==> src/rtl/crypto_req_pkg.sv <==
// Shared definitions for crypto request routing: default widths, opcodes,
// request layout and the instruction-width helper.
package crypto_req_pkg;

   localparam int ADDRW_DEF   = 8;
   localparam int OPCODEW_DEF = 2;

   localparam logic [OPCODEW_DEF-1:0] OP_AES = 2'd0;
   localparam logic [OPCODEW_DEF-1:0] OP_SHA = 2'd1;

   typedef struct packed {
      logic [OPCODEW_DEF-1:0] opcode;
      logic [ADDRW_DEF-1:0]   key_addr;
      logic [ADDRW_DEF-1:0]   text_addr;
   } req_t;

   function automatic int instr_width(input int addrw, input int opcodew);
      return 2 * addrw + opcodew;
   endfunction

endpackage

==> src/rtl/req_fifo.sv <==
// Single-channel first-word-fall-through FIFO with occupancy count and
// synchronous clear. Pushes while full and pops while empty are ignored.
module req_fifo #(
   parameter int WIDTH = 18,
   parameter int DEPTH = 16
) (
   input  logic                       clk,
   input  logic                       rst,
   input  logic                       clr,
   input  logic                       push,
   input  logic [WIDTH-1:0]           din,
   output logic                       full,
   input  logic                       pop,
   output logic [WIDTH-1:0]           dout,
   output logic                       valid,
   output logic [$clog2(DEPTH+1)-1:0] count
);

   localparam int PTRW = $clog2(DEPTH);
   localparam int CNTW = $clog2(DEPTH + 1);

   logic [WIDTH-1:0] mem [DEPTH];
   logic [PTRW-1:0]  wptr;
   logic [PTRW-1:0]  rptr;
   logic [CNTW-1:0]  cnt;
   logic             do_push;
   logic             do_pop;

   assign full    = (cnt == CNTW'(DEPTH));
   assign valid   = (cnt != '0);
   assign do_push = push & ~full & ~clr;
   assign do_pop  = pop & valid & ~clr;
   assign dout    = mem[rptr];
   assign count   = cnt;

   // Pointers wrap naturally because DEPTH is a power of two.
   always_ff @(posedge clk) begin
      if (rst || clr) begin
         wptr <= '0;
         rptr <= '0;
         cnt  <= '0;
      end else begin
         if (do_push) wptr <= wptr + 1'b1;
         if (do_pop)  rptr <= rptr + 1'b1;
         case ({do_push, do_pop})
            2'b10:   cnt <= cnt + 1'b1;
            2'b01:   cnt <= cnt - 1'b1;
            default: cnt <= cnt;
         endcase
      end
   end

   always_ff @(posedge clk) begin
      if (do_push) mem[wptr] <= din;
   end

endmodule

==> src/rtl/req_dispatch_queue.sv <==
// Steers {opcode, key_addr, text_addr} requests by opcode into independent
// per-destination FWFT FIFOs; out-of-range opcodes are accepted and dropped.
module req_dispatch_queue
   import crypto_req_pkg::*;
#(
   parameter int ADDRW   = ADDRW_DEF,
   parameter int OPCODEW = OPCODEW_DEF,
   parameter int QLENGTH = 16,
   parameter int NDEST   = 2,
   localparam int INSTRW = instr_width(ADDRW, OPCODEW),
   localparam int CNTW   = $clog2(QLENGTH + 1)
) (
   input  logic                    clk,
   input  logic                    rst,
   input  logic                    flush,
   input  logic                    valid_in,
   output logic                    ready_out,
   input  logic [OPCODEW-1:0]      opcode,
   input  logic [ADDRW-1:0]        key_addr,
   input  logic [ADDRW-1:0]        text_addr,
   output logic [NDEST-1:0]        valid_out,
   input  logic [NDEST-1:0]        ready_in,
   output logic [NDEST*INSTRW-1:0] instr,
   output logic [NDEST*CNTW-1:0]   count,
   output logic                    illegal_op
);

   logic [INSTRW-1:0] word;
   logic [NDEST-1:0]  full;
   logic [NDEST-1:0]  push;
   logic              legal;
   logic              full_sel;

   assign word = {opcode, key_addr, text_addr};

   // Decode only ever matches an existing destination, so legality and the
   // selected full flag come out of the same loop.
   always_comb begin
      legal    = 1'b0;
      full_sel = 1'b0;
      push     = '0;
      for (int d = 0; d < NDEST; d++) begin
         if (int'(opcode) == d) begin
            legal    = 1'b1;
            full_sel = full[d];
            push[d]  = valid_in & ~full[d];
         end
      end
   end

   assign ready_out = legal ? ~full_sel : 1'b1;

   always_ff @(posedge clk) begin
      if (rst || flush) illegal_op <= 1'b0;
      else              illegal_op <= valid_in & ~legal;
   end

   for (genvar g = 0; g < NDEST; g++) begin : g_dest
      req_fifo #(
         .WIDTH(INSTRW),
         .DEPTH(QLENGTH)
      ) u_fifo (
         .clk  (clk),
         .rst  (rst),
         .clr  (flush),
         .push (push[g]),
         .din  (word),
         .full (full[g]),
         .pop  (ready_in[g]),
         .dout (instr[g*INSTRW +: INSTRW]),
         .valid(valid_out[g]),
         .count(count[g*CNTW +: CNTW])
      );
   end

endmodule

==> config.mk <==
export PLATFORM = sky130hd
export DESIGN_NAME = req_dispatch_queue
export DESIGN_NICKNAME = d
export VERILOG_FILES = /design/src/rtl/crypto_req_pkg.sv /design/src/rtl/req_fifo.sv /design/src/rtl/req_dispatch_queue.sv
export SDC_FILE = /design/constraint.sdc
export NUM_CORES = 1
export LEC_CHECK = 0
export BUFFER_PORTS_ARGS = -buffer_cell sky130_fd_sc_hd__buf_2
export CORE_ASPECT_RATIO = 0.8
export CORE_MARGIN = 4
export CORE_UTILIZATION = 35
export CTS_CLUSTER_DIAMETER = 80
export DETAILED_ROUTE_END_ITERATION = 10
export PLACE_DENSITY = 0.55
export SLEW_MARGIN = 25
export SYNTH_ARGS = -nofsm -noshare
export SYNTH_HDL_FRONTEND = slang
export SYNTH_SLANG_ARGS = --single-unit
==> constraint.sdc <==
create_clock -name clk -period 10.99 [get_ports clk]
set_input_delay 2.198 -clock clk [delete_from_list [all_inputs] [get_ports clk]]
set_output_delay 2.198 -clock clk [all_outputs]
set_load 0.1 [all_outputs]
==> out/metrics.cfg <==
[place]
hpwl_microns = 27000
port_buffers = 73
gp_congestion = 0.685

[global_routing]
grt.busiest_layer = met2
grt_max_degree = 71
grt_pass1_wl_microns = 75900
antenna_found_initial = 1
grt_use_total = 0.144
met2_usage = 0.224
grt_pass1_vias = 11300
overflow = 0
grtUsageMet1 = 0.210
grtUsageMet3 = 0.0285

[routing]
via_count = 10800
routedWlPerCell_microns = 24.2
via_per_inst = 5.13
drcViolationCount = 0
first_pass_iters = 5
wirelength_microns = 51000
drt_iter0_markers = 1111
ant_nets = 0

[timing]
slew_viol_final = 0
tns_ps = 0
tightest_slew_ps = 921
period_needed_ps = 5860
setup_viol = 0
fmax_mhz = 171
hold_viol = 0
fin_worst_skew_ps = 19.7
fin_crit_sh = 0.533
max-slew-margin-rel = 0.386
rsz0062_at_grt = false

[setup_path]
worstPathCellList = buf_4 > mux4_2 > mux4_2 > buf_2
cp.required_ps = 8790
cpMostUsedCell = mux4_2
cpPeakStageDelay_ps = 810
endpoint_kind = output port
critPathSlowestCell = buf_4
crit_type = reg -> out
critPathLaunchType = flop
crit_path_max_fanout = 43
arrival_ps = 3660

[synth]
synth-edff-count = 576
async_reset_ff_frac = 0
synth.distinct_cells = 41
ys_warn_count = 0
ys.flop_type = edfxtp_1
syn_nets = 1082
avgSynthCellArea_sq_um = 22.7
synth-seq-cells = 611
ys_seq_area_frac = 0.762
synthCells = 1041
synth.cell_area_sq_um = 23600

[floorplan]
std_cell_rows = 84
die_y_microns = 240
dieArea_sq_um = 71800
die_x_microns = 298
io-pin-count = 74
start_util = 0.356
coreArea_sq_um = 66300

[clock_tree]
cts_root_buffer = clkbuf_16
clock_sinks = 611
worstSkewPairLatency_ps = 590
cts.repair.resized = 0
cts_max_path_buffers = 3
clk_pin_slew_ps = 50
cts_buffers = 66
cts_hold_buf = 0
htreeDepth = 3
cts_setup_buffers = 0
cts_tree = yes

[finish]
syn_to_final_growth_pct = 15.2
drive_above_1_share = 0.343
final_util = 0.411
diodes = 0
final_nets = 1202

[power]
leakage_nw = 8.30
peakVddDrop_uv = 86.0
finalPower_mw = 4.75
power_density_nw_per_um2 = 174

[flow_run]
drv_cap = 0

[worst_hold_path]
worstHoldPathType = reg -> reg

[outcome]
status = completed

## path summary, 6_finish.rpt
check,from,end,slack [ps],depth (start not counted)
worst max-delay path,flop,instr[23],5130,4
worst min-delay path,g_dest[1].u_fifo.rptr[3],g_dest[1].u_fifo.rptr[3],500,2
worst max register to register,g_dest[1].u_fifo.count[1],g_dest[1].u_fifo.count[4],7890,11
worst min register to register,g_dest[1].u_fifo.rptr[3],g_dest[1].u_fifo.rptr[3],500,2
## cells in the mapped netlist, types with 3 or more instances
cell	instances	area (sq um)
nand3_1	11	55.1
clkbuf_1	15	56.3
buf_6	8	90.1
buf_4	11	82.6
ha_1	17	213
nor2_1	33	124
xor2_1	14	123
nor3_1	6	30.0
mux4_2	180	4050
a21oi_1	15	75.1
nor2b_1	3	18.8
o21ai_0	11	55.1
nand2_1	12	45.0
buf_2	6	30.0
nor4_1	8	50.1
dfxtp_1	35	701
or3_1	6	37.5
buf_1	15	56.3
xnor2_1	3	26.3
nand2b_1	4	25.0
inv_1	14	52.6
and2_1	12	75.1
edfxtp_1	576	17300
## cell type report
| class | count | area (sq um) |
|---|---|---|
| fillers | 5789 | 39100 |
| flip-flops and latches | 611 | 18000 |
| multi-input cells | 359 | 5350 |
| clock buffers | 87 | 1750 |
| well taps | 903 | 1130 |
| repair buffers | 107 | 628 |
| clock inverters | 25 | 294 |
| inverters | 16 | 65.1 |
## sequential cells by signal, indices dropped and copies added, names as in the netlist, named ones only
name,count
g_dest.u_fifo.count,10
g_dest.u_fifo.mem,576
g_dest.u_fifo.rptr,8
g_dest.u_fifo.wptr,8
illegal_op,1
## stage by stage
stage	hold WS (ps)	instances	setup WS (ps)	area [sq um]
4_1_cts	507	2108	4950	27200
3_3_place_gp	482	1996	5270	25200
6_report	502	2108	5130	27200
5_1_grt	534	2108	4830	27200
3_5_place_dp	492	1996	5230	25200
2_1_floorplan	459	1041	5680	23600
## logic make-up after synthesis
logic type	after synthesis	share of synthesized area
flops	611	0.762
mux	182	0.172
simple gates	108	0.0249
buf+inv	71	0.0161
compound gates	35	0.00959
xor+xnor	17	0.00630
fa+ha+maj	17	0.00900
## worst max-delay path: cells and delay by family (launching register included)
family | cells | cell delay (ps)
buf+inv | 2 | 1130
flops | 1 | 780
mux | 2 | 1110
## power breakdown
group | internal, mW | total, mW | switching, mW
logic | 0.0143 | 0.0799 | 0.0656
registers | 2.55 | 2.55 | 0.00155
clock network | 1.24 | 2.12 | 0.875
## cell usage in the layout, fill, tap and decap left out, types with 5 or more instances in the layout
| cell | n |
|---|---|
| clkinv_2 | 7 |
| bufinv_16 | 5 |
| clkbuf_16 | 67 |
| dfxtp_1 | 29 |
| nand3_1 | 11 |
| clkbuf_1 | 20 |
| buf_4 | 32 |
| nor2_1 | 25 |
| nor4_2 | 10 |
| buf_2 | 73 |
| o21ai_0 | 11 |
| nor2_2 | 8 |
| and2_1 | 8 |
| a21oi_1 | 15 |
| clkinv_1 | 7 |
| ha_1 | 17 |
| mux4_2 | 180 |
| or3_1 | 6 |
| inv_1 | 14 |
| nand2_1 | 12 |
| edfxtp_1 | 576 |
| xor2_1 | 14 |
## per-layer routing
layer	vias to the layer above	wire, microns
li1	4615	-
met4	0	930
met2	284	24100
met1	5834	23400
met5	-	0
met3	74	2550
Power figures use the tool's default switching activity.
